**config.mk**
```make
export PLATFORM = sky130hd
export DESIGN_NAME = dcache_ctrl
export DESIGN_NICKNAME = d
export VERILOG_FILES = /design/src/rtl/dcache_ctrl.sv
export SDC_FILE = /design/constraint.sdc
export NUM_CORES = 1
export LEC_CHECK = 0
export ABC_AREA = 1
export CORE_UTILIZATION = 40
export CTS_CLUSTER_DIAMETER = 50
export CTS_CLUSTER_SIZE = 30
export DETAILED_ROUTE_END_ITERATION = 12
export HOLD_SLACK_MARGIN = 0.15
export PLACE_DENSITY = 0.84
export SLEW_MARGIN = 20
export SYNTH_ARGS = -nofsm -noshare
export SYNTH_HDL_FRONTEND = slang
export SYNTH_SLANG_ARGS = --single-unit
```
**constraint.sdc**
```tcl
create_clock -name clk_i -period 5.32 [get_ports clk_i]
set_input_delay 1.33 -clock clk_i [delete_from_list [all_inputs] [get_ports clk_i]]
set_output_delay 1.33 -clock clk_i [all_outputs]
set_load 0.02 [all_outputs]
```
**src/rtl/dcache_ctrl.sv**
```systemverilog
// Direct-mapped write-back, write-allocate D-cache controller: 64 sets x 64-byte lines.
// Sequences external tag/data RAMs and a word-level memory port (hit, writeback, refill, replay).
module dcache_ctrl #(
    parameter int unsigned ADDR_WIDTH = 32,
    parameter int unsigned LINE_WORDS = 16
) (
    input  logic                  clk_i,
    input  logic                  rst_i,
    input  logic                  req_valid_i,
    output logic                  req_ready_o,
    input  logic                  req_we_i,
    input  logic [ADDR_WIDTH-1:0] req_addr_i,
    input  logic [31:0]           req_wdata_i,
    input  logic [3:0]            req_be_i,
    output logic                  rsp_valid_o,
    output logic [31:0]           rsp_rdata_o,
    output logic [ADDR_WIDTH-1:0] tag_addr_o,
    output logic                  tag_wr_en_o,
    output logic                  tag_dirty_o,
    output logic                  tag_valid_o,
    input  logic [21:0]           tag_i,
    output logic [9:0]            data_addr_o,
    output logic                  data_we_o,
    output logic [3:0]            data_be_o,
    output logic [31:0]           data_wdata_o,
    input  logic [31:0]           data_rdata_i,
    output logic                  mem_valid_o,
    output logic                  mem_we_o,
    output logic [ADDR_WIDTH-1:0] mem_addr_o,
    output logic [31:0]           mem_wdata_o,
    input  logic                  mem_ready_i,
    input  logic [31:0]           mem_rdata_i
);

    localparam int unsigned KW = $clog2(LINE_WORDS);

    typedef enum logic [2:0] {
        S_IDLE,
        S_LOOKUP,
        S_WB_READ,
        S_WB_SEND,
        S_REFILL,
        S_UPDATE,
        S_REPLAY
    } state_e;

    state_e         state_q;
    logic [29:0]    addr_q;      // captured byte address [31:2]
    logic           we_q;
    logic [31:0]    wdata_q;
    logic [3:0]     be_q;
    logic [19:0]    vtag_q;
    logic [KW-1:0]  k_q;
    logic [31:0]    wb_data_q;
    logic           wb_hold_q;
    logic           rsp_valid_q;
    logic [31:0]    rsp_rdata_q;

    logic           hit;
    logic           k_last;

    assign hit         = tag_i[20] && (tag_i[19:0] == addr_q[29:10]);
    assign k_last      = (k_q == KW'(LINE_WORDS - 1));
    assign rsp_valid_o = rsp_valid_q;
    assign rsp_rdata_o = rsp_rdata_q;

    // RAM and memory port drive, decoded from the registered state
    always_comb begin
        req_ready_o  = (state_q == S_IDLE);
        tag_addr_o   = {addr_q, 2'b00};
        tag_wr_en_o  = 1'b0;
        tag_dirty_o  = 1'b0;
        tag_valid_o  = 1'b0;
        data_addr_o  = addr_q[9:0];
        data_we_o    = 1'b0;
        data_be_o    = 4'h0;
        data_wdata_o = 32'h0;
        mem_valid_o  = 1'b0;
        mem_we_o     = 1'b0;
        mem_addr_o   = '0;
        mem_wdata_o  = 32'h0;
        case (state_q)
            S_IDLE: begin
                tag_addr_o  = req_addr_i;
                data_addr_o = req_addr_i[11:2];
            end
            S_LOOKUP: begin
                if (hit && we_q) begin
                    data_we_o    = 1'b1;
                    data_be_o    = be_q;
                    data_wdata_o = wdata_q;
                    tag_wr_en_o  = 1'b1;
                    tag_dirty_o  = 1'b1;
                    tag_valid_o  = 1'b1;
                end
            end
            S_WB_READ: begin
                data_addr_o = {addr_q[9:4], k_q};
            end
            S_WB_SEND: begin
                data_addr_o = {addr_q[9:4], k_q};
                mem_valid_o = 1'b1;
                mem_we_o    = 1'b1;
                mem_addr_o  = {vtag_q, addr_q[9:4], k_q, 2'b00};
                // RAM output is fresh only on the first cycle; later cycles use the held copy
                mem_wdata_o = wb_hold_q ? wb_data_q : data_rdata_i;
            end
            S_REFILL: begin
                data_addr_o = {addr_q[9:4], k_q};
                mem_valid_o = 1'b1;
                mem_addr_o  = {addr_q[29:4], k_q, 2'b00};
                if (mem_ready_i) begin
                    data_we_o    = 1'b1;
                    data_be_o    = 4'hF;
                    data_wdata_o = mem_rdata_i;
                end
            end
            S_UPDATE: begin
                tag_wr_en_o = 1'b1;
                tag_valid_o = 1'b1;
            end
            default: ;
        endcase
    end

    // Control FSM with captured request, counter and response registers
    always_ff @(posedge clk_i or negedge rst_i) begin
        if (!rst_i) begin
            state_q     <= S_IDLE;
            addr_q      <= '0;
            we_q        <= 1'b0;
            wdata_q     <= '0;
            be_q        <= '0;
            vtag_q      <= '0;
            k_q         <= '0;
            wb_data_q   <= '0;
            wb_hold_q   <= 1'b0;
            rsp_valid_q <= 1'b0;
            rsp_rdata_q <= '0;
        end else begin
            rsp_valid_q <= 1'b0;
            case (state_q)
                S_IDLE: begin
                    if (req_valid_i) begin
                        addr_q  <= req_addr_i[31:2];
                        we_q    <= req_we_i;
                        wdata_q <= req_wdata_i;
                        be_q    <= req_be_i;
                        state_q <= S_LOOKUP;
                    end
                end
                S_LOOKUP: begin
                    k_q <= '0;
                    if (hit) begin
                        rsp_valid_q <= 1'b1;
                        rsp_rdata_q <= we_q ? 32'h0 : data_rdata_i;
                        state_q     <= S_IDLE;
                    end else if (tag_i[21] && tag_i[20]) begin
                        vtag_q  <= tag_i[19:0];
                        state_q <= S_WB_READ;
                    end else begin
                        state_q <= S_REFILL;
                    end
                end
                S_WB_READ: begin
                    wb_hold_q <= 1'b0;
                    state_q   <= S_WB_SEND;
                end
                S_WB_SEND: begin
                    if (!wb_hold_q) begin
                        wb_data_q <= data_rdata_i;
                        wb_hold_q <= 1'b1;
                    end
                    if (mem_ready_i) begin
                        wb_hold_q <= 1'b0;
                        if (k_last) begin
                            k_q     <= '0;
                            state_q <= S_REFILL;
                        end else begin
                            k_q     <= k_q + KW'(1);
                            state_q <= S_WB_READ;
                        end
                    end
                end
                S_REFILL: begin
                    if (mem_ready_i) begin
                        if (k_last) begin
                            k_q     <= '0;
                            state_q <= S_UPDATE;
                        end else begin
                            k_q <= k_q + KW'(1);
                        end
                    end
                end
                S_UPDATE: state_q <= S_REPLAY;
                S_REPLAY: state_q <= S_LOOKUP;
                default:  state_q <= S_IDLE;
            endcase
        end
    end

endmodule

```
==> run_results.csv, run 1 <==
group,metric,value,unit
run_status,status,"finished clean",
setup_path,end_kind,"output port",
timing,slew_headroom,38.45,%
timing,timing.fmax,0.2010,GHz
setup_path,reg2regPathDepth,8,
placement,port_buffers,338,
drt,wl_per_cell,14.57,µm
timing,fin_crit_sh,93.54,%
timing,hold_violations,0,
floorplanning,ios,341,
setup_path,path_class,"input pin to output port",
timing,setup_ws,0.3437,ns
setup_path,path_buf_inv,4,
setup_path,cp.required,3.99,ns
setup_path,cp_slowest_cell,"clkdlybuf4s50_1",
floorplanning,die_x,145.0,µm
global_routing,grt_usage,23.50,%
timing,rsz0062_at_grt,"no",
setup_path,cp_slowest_stage_delay,0.60,ns
final_layout,n_antenna_cell,0,
clock_tree,cts_buffers,17,
pwr,power.leakage,5.878,nW
yosys,postSynthCellCount,1080,
placement,hpwlAfterDp,18.07,mm
timing,finalMaxSlewViolations,0,
clock_tree,clkLatencyLatePin,0.42,ns
job,maxCapViolations,0,
drt,routed_wl,24.33,mm
global_routing,grt-ovfl-total,0,
clock_tree,path_clk_slew,0.06,ns
pwr,peakVddDrop,0.4214,mV
yosys,ys_seq_area_share,48.93,%
timing,fin_crit,4.976,ns
yosys,netlist_area,8183,µm²
clock_tree,clkSinkCount,160,
yosys,ys_ff_latch,160,
clock_tree,cts_tree,"yes",
floorplanning,die_h,145.0,µm
clock_tree,hold_buffers,0,
hold_path,worstHoldPathType,"flip-flop to flip-flop",
timing,fin_tns_setup,0,ns
setup_path,cp_num_cells,10,
global_routing,first_global_vias,7913,
yosys,ys_types,31,
drt,vias,8109,
placement,place_ws,0.3548,ns
placement,globalplace.congestion,0.8506,
clock_tree,h-tree-depth,4,
yosys,avgSynthCellArea,7.577,µm²
final_layout,area_delta_synth_final,50.51,%
timing,finClkSkew,0.01262,ns
floorplanning,die-area,21030,µm²
final_layout,nNetsFinal,1552,
yosys,synth_warnings,0,
setup_path,crit_chain,"clkdlybuf4s50_1 > xnor2_1 > nand3_1 > nor2_2 > nand4_1 > clkinv_2 > buf_12 > nand2_1 > nand2_1 > clkdlybuf4s50_1",
floorplanning,coreArea,19780,µm²
pwr,p_per_area,508.1,nW/µm²
setup_path,startpoint_type,"input pin",
final_layout,drive_above_1_share,7.473,%
clock_tree,cts.repair.resized,0,
drt,drtIter0Drc,435,
clock_tree,postCtsSetupRepairBufs,0,
global_routing,antenna_found_initial,0,
clock_tree,root_buffer,"clkbuf_16",
floorplanning,std_cell_rows,51,
drt,drc,0,
drt,viasPerCell,4.856,
global_routing,grt_pass1_wl,39.59,mm
setup_path,reg2reg_slack,2.72,ns
drt,dr.pass1.iters,5,
timing,tightest_slew,0.9232,ns
clock_tree,clock_path_buffers,2,
global_routing,grt_max_degree,104,
placement,place_area,11730,µm²
setup_path,crit_family,"buffers and inverters",
setup_path,cp.arrival,3.65,ns
timing,setup_violations,0,
setup_path,cp_max_fo,37,
hold_path,whs_path_depth,2,
drt,ant_nets,0,
final_layout,fin_area,12320,µm²
floorplanning,initial_core_util,41.37,%
[worst reg2reg max path, stage by stage (launching register included)]
cell	delay, ns
dfrtp_1	0.46
nor2_2	0.19
inv_2	0.06
nor2_4	0.08
buf_4	0.47
nand2_4	0.53
buf_4	0.46
nor2_1	0.18
a21oi_1	0.05
[power breakdown]
part | internal [mW] | total [mW] | switching (mW)
Clock | 0.674 | 1.21 | 0.534
Sequential | 1.68 | 1.92 | 0.241
Combinational | 1.33 | 3.13 | 1.80
[state kept, by name, indices dropped and copies added, names as in the netlist]
signal / flops
addr_q: 30
we_q: 1
be_q: 4
rsp_valid_o: 1
wb_hold_q: 1
rsp_rdata_o: 32
k_q: 4
wdata_q: 32
state_q: 3
vtag_q: 20
wb_data_q: 32
[per-stage QoR]
| stage | total power [mW] | util [%] | hold WS (ns) | instances |
|---|---|---|---|---|
| final | 6.257 | 62.26 | 0.4850 | 1670 |
| after global routing | 6.678 | 62.26 | 0.5133 | 1670 |
| after CTS | 6.308 | 62.26 | 0.4890 | 1670 |
| after detailed placement | 5.068 | 59.30 | 0.4733 | 1638 |
| after global placement | 4.990 | 59.30 | 0.4585 | 1638 |
| after floorplan | 3.696 | - | 0.4422 | 1081 |
[layer usage]
metal | part of all wire [%] | global-route usage [%]
met1 | 43 | 29.38
met2 | 48 | 39.11
met3 | 6.7 | 5.660
met4 | 2.9 | 9.096
met5 | 0 | 0
[layout make-up]
type                            instances  area [µm²]
Fill cell                            1673        7466
Sequential cell                       160        4004
Timing Repair Buffer                  351        3507
Multi-Input combinational cell        731        3396
Inverter                              131       493.0
Clock buffer                           18       439.2
Tap cell                              265       331.6
Clock inverter                         14       145.1
[placed cells by master (no fill, tap or decap), types with 2 or more instances in the layout]
cell type	instances
inv_2	13
clkbuf_16	17
buf_4	11
clkinv_4	3
o21ai_0	129
nand3_1	8
o211ai_1	3
clkinvlp_4	2
mux2_1	6
clkinv_1	2
inv_8	3
conb_1	2
mux2_2	32
clkinv_2	2
nor2_2	7
inv_6	4
inv_1	115
nand2_1	396
dfrtp_1	160
nand4_1	3
nor2_1	53
a21oi_1	35
buf_12	2
clkdlybuf4s50_1	337
o21ai_1	46
[Yosys cell counts, drive strengths merged]
cell	number	area, µm²
nand2	397	1490
o21ai	175	875.8
dfrtp	160	4004
inv	129	484.2
nor2	61	251.5
mux2	38	427.9
a21oi	36	183.9
buf	31	198.9
clkbuf	28	105.1
nand3	9	50.05
nand4	3	18.77
o211ai	3	22.52
clkinv	2	8.750
nor3	2	15.01
a31oi	1	6.260
conb	1	3.750
ha	1	12.51
o22a	1	8.760
or2	1	6.260
xnor2	1	8.760
[cells by family after synthesis]
family | after synthesis | share of synthesized area, %
XOR/XNOR | 1 | 0.1071
adder cells (fa/ha/maj) | 1 | 0.1529
flip-flops | 160 | 48.93
buffers and inverters | 190 | 9.740
other | 1 | 0.04583
AO/OA/AOI/OAI | 216 | 13.41
AND/OR/NAND/NOR | 473 | 22.39
multiplexers | 38 | 5.229
[path summary, 6_finish.rpt]
check,endpoint,from
setup / recovery,data_wdata_o[24],tag_i[13]
hold / removal,vtag_q[13]$_DFFE_PN0P_,vtag_q[13]$_DFFE_PN0P_
setup reg to reg,addr_q[28]$_DFFE_PN0P_,state_q[0]$_DFFE_PN0P_
hold reg to reg,vtag_q[13]$_DFFE_PN0P_,vtag_q[13]$_DFFE_PN0P_
max in group asynchronous,addr_q[18]$_DFFE_PN0P_,rst_i
min in group asynchronous,rsp_rdata_o[10]$_DFFE_PN0P_,rst_i
Note: power is estimated with default switching activity, not from simulation.
==> inputs of run 2 (changes only) <==
==> constraint.sdc (replaced) <==
create_clock -name clk_i -period 5.32 [get_ports clk_i]
set_input_delay 1.064 -clock clk_i [delete_from_list [all_inputs] [get_ports clk_i]]
set_output_delay 1.064 -clock clk_i [all_outputs]
set_load 0.02 [all_outputs]
==> run 2 against run 1 <==
Global-route usage increased by 0.23 points. Utilization decreased by 0.089 points. Sequential share of layout area about the same. Critical path type unchanged. Largest cell class unchanged. Largest power group unchanged.
==> run_results.csv, run 2 (synthesis results as in run 1) <==
group,metric,value,unit
run_status,status,"finished clean",
final_layout,final_cell_mix,"396 x nand2_1, 337 x clkdlybuf4s50_1, 160 x dfrtp_1",
placement,port_buffers,338,
setup_path,cp.required,4.26,ns
final_layout,n_antenna_cell,0,
setup_path,reg2reg_slack,2.83,ns
timing,hold_violations,0,
final_layout,final_common_cell,"nand2_1",
setup_path,r2r-start,"state_q[0]$_DFFE_PN0P_",
drt,drtIter0Drc,417,
final_layout,drive_above_1_share,7.275,%
setup_path,cp_max_fo,37,
timing,fin_tns_setup,0,ns
floorplanning,ios,341,
drt,vias,8221,
final_layout,area_delta_synth_final,50.29,%
global_routing,grt_max_degree,97,
floorplanning,die-area,21030,µm²
hold_path,whs_path_depth,2,
timing,finalMaxSlewViolations,0,
clock_tree,cts_tree,"yes",
timing,timing.fmax,0.2145,GHz
timing,tightest_slew,1.011,ns
clock_tree,path_clk_slew,0.07,ns
clock_tree,postCtsSetupRepairBufs,0,
pwr,peakVddDrop,0.4495,mV
global_routing,antenna_found_initial,0,
timing,fin_crit_sh,87.62,%
setup_path,end_kind,"output port",
setup_path,crit_path_start,"tag_i[13]",
timing,whs,0.4793,ns
timing,slew_headroom,32.18,%
hold_path,worstHoldPathType,"flip-flop to flip-flop",
drt,routed_wl,24.65,mm
timing,finClkSkew,0.01262,ns
setup_path,reg2regPathDepth,6,
placement,hpwlAfterDp,18.03,mm
timing,setup_violations,0,
final_layout,fin_area,12300,µm²
floorplanning,die_x,145.0,µm
global_routing,grt-ovfl-total,0,
setup_path,cp_num_cells,9,
job,maxCapViolations,0,
placement,globalplace.congestion,0.8436,
clock_tree,clkSinkCount,160,
clock_tree,h-tree-depth,4,
floorplanning,coreArea,19780,µm²
setup_path,cp.arrival,3.60,ns
timing,rsz0062_at_grt,"no",
placement,place_area,11700,µm²
drt,wl_per_cell,14.79,µm
global_routing,first_global_vias,7956,
clock_tree,cts_buffers,17,
setup_path,crit_family,"buffers and inverters",
drt,dr.pass1.iters,5,
timing,fin_crit,4.661,ns
final_layout,nNetsFinal,1549,
drt,ant_nets,0,
setup_path,path_buf_inv,3,
pwr,p_per_area,511.2,nW/µm²
setup_path,startpoint_type,"input pin",
global_routing,grt_pass1_wl,39.70,mm
clock_tree,clkLatencyLatePin,0.42,ns
setup_path,crit_chain,"clkdlybuf4s50_1 > xnor2_1 > nand3_1 > nor2_2 > nand4_1 > clkinv_2 > nand2_1 > nand2_1 > clkdlybuf4s50_1",
hold_path,hp-start,"vtag_q[13]$_DFFE_PN0P_",
setup_path,path_class,"input pin to output port",
global_routing,grt_usage,23.73,%
floorplanning,std_cell_rows,51,
floorplanning,initial_core_util,41.37,%
clock_tree,hold_buffers,0,
floorplanning,die_h,145.0,µm
clock_tree,root_buffer,"clkbuf_16",
clock_tree,cts.repair.resized,0,
setup_path,cp_slowest_stage_delay,0.60,ns
drt,drc,0,
setup_path,cp_slowest_cell,"clkdlybuf4s50_1",
drt,viasPerCell,4.932,
clock_tree,clock_path_buffers,2,
pwr,power.leakage,5.855,nW
## run 2: changes by cell type in the layout (fill, tap and decap cells not counted)
cell,before,now
buf_12,2,1
nand2_8,0,1
clkinv_2,2,1
inv_8,3,5
clkinvlp_4,2,4
clkinv_8,0,1
clkbuf_8,1,0
buf_4,11,9
nand2_4,1,0
clkinv_4,3,0
## run 2: worst min-delay path, cell delays in order, from the launching register on
cell and delay, ns:
dfrtp_1 0.35, nand2_1 0.05, nand2_1 0.04
## run 2: worst paths after layout
| check | to |
|---|---|
| max | data_wdata_o[28] |
| min | vtag_q[13]$_DFFE_PN0P_ |
| max reg2reg | wdata_q[12]$_DFFE_PN0P_ |
| min reg2reg | vtag_q[13]$_DFFE_PN0P_ |
| max in group asynchronous | wdata_q[27]$_DFFE_PN0P_ |
| min in group asynchronous | rsp_rdata_o[8]$_DFFE_PN0P_ |
## run 2: final cells by class
cell class	count	area, µm²
fillers	1704	7483
well taps	265	331.6
clock inverters	15	167.7
clock buffers	17	425.4
flip-flops and latches	160	4004
repair buffers	348	3472
multi-input cells	731	3405
inverters	131	493.0
## run 2: where the power goes
group	switching [mW]	leakage (nW)	internal, mW
Combinational	1.82	3.60	1.32
Clock	0.569	0.279	0.670
Sequential	0.232	1.97	1.68
Total	2.62	5.86	3.67
## run 2: per-stage QoR
stage | total power, mW | worst slack [ns] | cells | util [%]
finish | 6.286 | 0.6587 | 1667 | 62.17
global placement | 4.984 | 0.6975 | 1635 | 59.13
CTS | 6.326 | 0.6515 | 1667 | 62.13
detailed placement | 5.057 | 0.6700 | 1635 | 59.13
floorplan | 3.696 | 2.092 | 1081 | -
global route | 6.707 | 0.4777 | 1667 | 62.17
## run 2: per-layer routing
| layer | vias to the layer above | part of all wire (%) | global-route usage (%) |
|---|---|---|---|
| li1 | 3995 | - | - |
| met1 | 3821 | 41 | 28.81 |
| met2 | 356 | 48 | 39.38 |
| met3 | 49 | 8.1 | 6.352 |
| met4 | 0 | 3.2 | 10.59 |
| met5 | - | 0 | 0 |
==> inputs of run 3 (changes only) <==
Settings changed: CORE_MARGIN from default to 2, CORE_UTILIZATION 40 to 39, PLACE_DENSITY 0.84 to 0.85.
Clock period 5.32 ns to 3.92 ns, I/O delays scaled along.
==> run 3 against run 2 <==
Worst setup slack worse by 0.42 ns. Non-clock buffer count increased by 5. Sequential power is 36% higher. Worst hold slack worse by 0.11 ns. Critical path depth grew 4. Register-to-register slack got worse by 1.1 ns. Clock skew is essentially flat. Routed wire length up 2.0%. Count of clock-buffer cells in the layout rose by 2.
==> run_results.csv, run 3 (synthesis results as in run 1) <==
group,metric,value,unit
run_status,status,"finished clean",
floorplanning,die_h,148.9,µm
placement,place_ws,-0.07022,ns
floorplanning,initial_core_util,40.05,%
drt,dr.pass1.iters,5,
setup_path,end_kind,"output port",
timing,slew_headroom,35.85,%
pwr,internal_power,5.095,mW
clock_tree,clkSinkCount,160,
timing,fin_crit_sh,93.83,%
job,maxCapViolations,0,
drt,wl_per_cell,15.00,µm
placement,globalplace.congestion,0.8796,
pwr,peakVddDrop,0.5661,mV
pwr,pwr-share-comb,49.4,%
global_routing,grt_pass1_wl,40.47,mm
clock_tree,h-tree-depth,4,
setup_path,cp.required,3.14,ns
floorplanning,die_x,148.9,µm
placement,port_buffers,338,
setup_path,cp_slowest_cell,"clkdlybuf4s50_1",
timing,tightest_slew,0.9622,ns
setup_path,path_buf_inv,5,
timing,setup_violations,0,
clock_tree,path_clk_slew,0.06,ns
pwr,p_per_area,693.0,nW/µm²
drt,ant_nets,0,
placement,dpl.cell_count,1645,
clock_tree,cts_tree,"yes",
final_layout,instances_no_fill,1677,
setup_path,cp_max_fo,37,
pwr,clockPowerShare,20.3,%
hold_path,worstHoldPathType,"input pin to async pin",
final_layout,n_antenna_cell,0,
placement,hpwlAfterDp,18.71,mm
setup_path,startpoint_type,"input pin",
final_layout,final_cell_mix,"396 x nand2_1, 298 x clkdlybuf4s50_1, 160 x dfrtp_1",
setup_path,cp_slowest_stage_delay,0.48,ns
global_routing,grt_max_degree,83,
pwr,p_sw_share,40.58,%
timing,rsz0062_at_grt,"no",
drt,drc,0,
drt,vias,8122,
final_layout,nNetsFinal,1554,
final_layout,final_common_cell,"nand2_1",
global_routing,antenna_found_initial,1,
setup_path,crit_family,"buffers and inverters",
clock_tree,hold_buffers,0,
clock_tree,clock_path_buffers,2,
setup_path,r2r-start,"state_q[0]$_DFFE_PN0P_",
floorplanning,ios,341,
setup_path,path_class,"input pin to output port",
pwr,power_frac_seq,30.3,%
global_routing,grt-ovfl-total,0,
clock_tree,clkLatencyLatePin,0.42,ns
setup_path,cp.arrival,2.89,ns
clock_tree,root_buffer,"clkbuf_16",
final_layout,area_delta_synth_final,51.21,%
timing,finClkSkew,0.01300,ns
timing,setup_ws,0.2418,ns
timing,fin_crit,3.678,ns
setup_path,crit_path_frequent_cell,"nand2_1",
floorplanning,coreArea,20430,µm²
floorplanning,die-area,22160,µm²
drt,viasPerCell,4.843,
clock_tree,cts_buffers,17,
final_layout,drive_above_1_share,7.534,%
global_routing,first_global_vias,8067,
floorplanning,std_cell_rows,52,
global_routing,grt_usage,22.95,%
pwr,power.switching,3.480,mW
pwr,power.leakage,6.126,nW
timing,timing.fmax,0.2719,GHz
drt,drtIter0Drc,378,
timing,hold_violations,0,
setup_path,crit_chain,"clkdlybuf4s50_1 > inv_1 > nand2_1 > nand2_1 > nor2_1 > nand2_1 > nor2_2 > nand4_1 > clkinv_2 > buf_12 > nand2_1 > nand2_1 > dlygate4sd2_1",
drt,routed_wl,25.15,mm
timing,finalMaxSlewViolations,0,
setup_path,crit_path_start,"tag_i[19]",
==> run 3: repair_timing <==
item,CTS,global route
resized for setup,36,4
pin swaps,1,1
setup buffers,0,0
cloned,0,0
endpoints found under the setup margin,36,4
endpoints found under the hold margin,0,0
==> run 3: worst register-to-register path: cells and delay by family (launching register included) <==
family | cells | cell delay [ns]
AO/OA/AOI/OAI | 1 | 0.06
buffers and inverters | 2 | 0.53
flip-flops | 1 | 0.46
AND/OR/NAND/NOR | 4 | 1.06
==> run 3: worst paths after layout <==
check	end	cells after the start	slack, ns
worst max-delay path	data_wdata_o[4]	13	0.24
worst min-delay path	vtag_q[12]$_DFFE_PN0P_	1	0.37
worst max register to register	addr_q[23]$_DFFE_PN0P_	7	1.70
worst min register to register	vtag_q[17]$_DFFE_PN0P_	2	0.48
max in group asynchronous	wdata_q[13]$_DFFE_PN0P_	2	2.75
min in group clk_i	vtag_q[17]$_DFFE_PN0P_	2	0.48
==> run 3: stage by stage <==
step           hold WS (ns)  total power, mW  cell area [µm²]  TNS (ns)  utilization (%)
6_report             0.3703            8.574            12370         0            60.56
5_1_grt              0.4116            9.178            12370         0            60.56
4_1_cts              0.3930            8.652            12360         0            60.52
3_5_place_dp         0.4647            6.901            11790    -1.074            57.71
3_3_place_gp         0.4562            6.814            11790         0            57.71
2_1_floorplan        0.4422            5.016             8187         0                -
==> run 3: area by class of cell <==
class	instances	area, µm²
Clock buffer	19	442.9
Clock inverter	13	176.4
Fill cell	1810	8056
Inverter	131	493.0
Multi-Input combinational cell	731	3396
Sequential cell	160	4004
Tap cell	270	337.8
Timing Repair Buffer	353	3523
==> run 3: per-layer routing <==
layer | share of wire [%] | GRT usage, % | up-vias
met4 | 2.4 | 7.905 | 2
met2 | 49 | 39.51 | 280
met5 | 0.052 | 0 | -
met1 | 41 | 27.80 | 3789
li1 | - | - | 4012
met3 | 7.8 | 6.300 | 39
==> run 3: power by group through the flow <==
stage	Clock (mW)	Combinational, mW	Sequential (mW)
CTS	1.78	4.28	2.60
floorplan	0	2.50	2.52
global route	1.86	4.65	2.67
global placement	0	4.21	2.61
detailed placement	0	4.28	2.62
finish	1.74	4.24	2.60
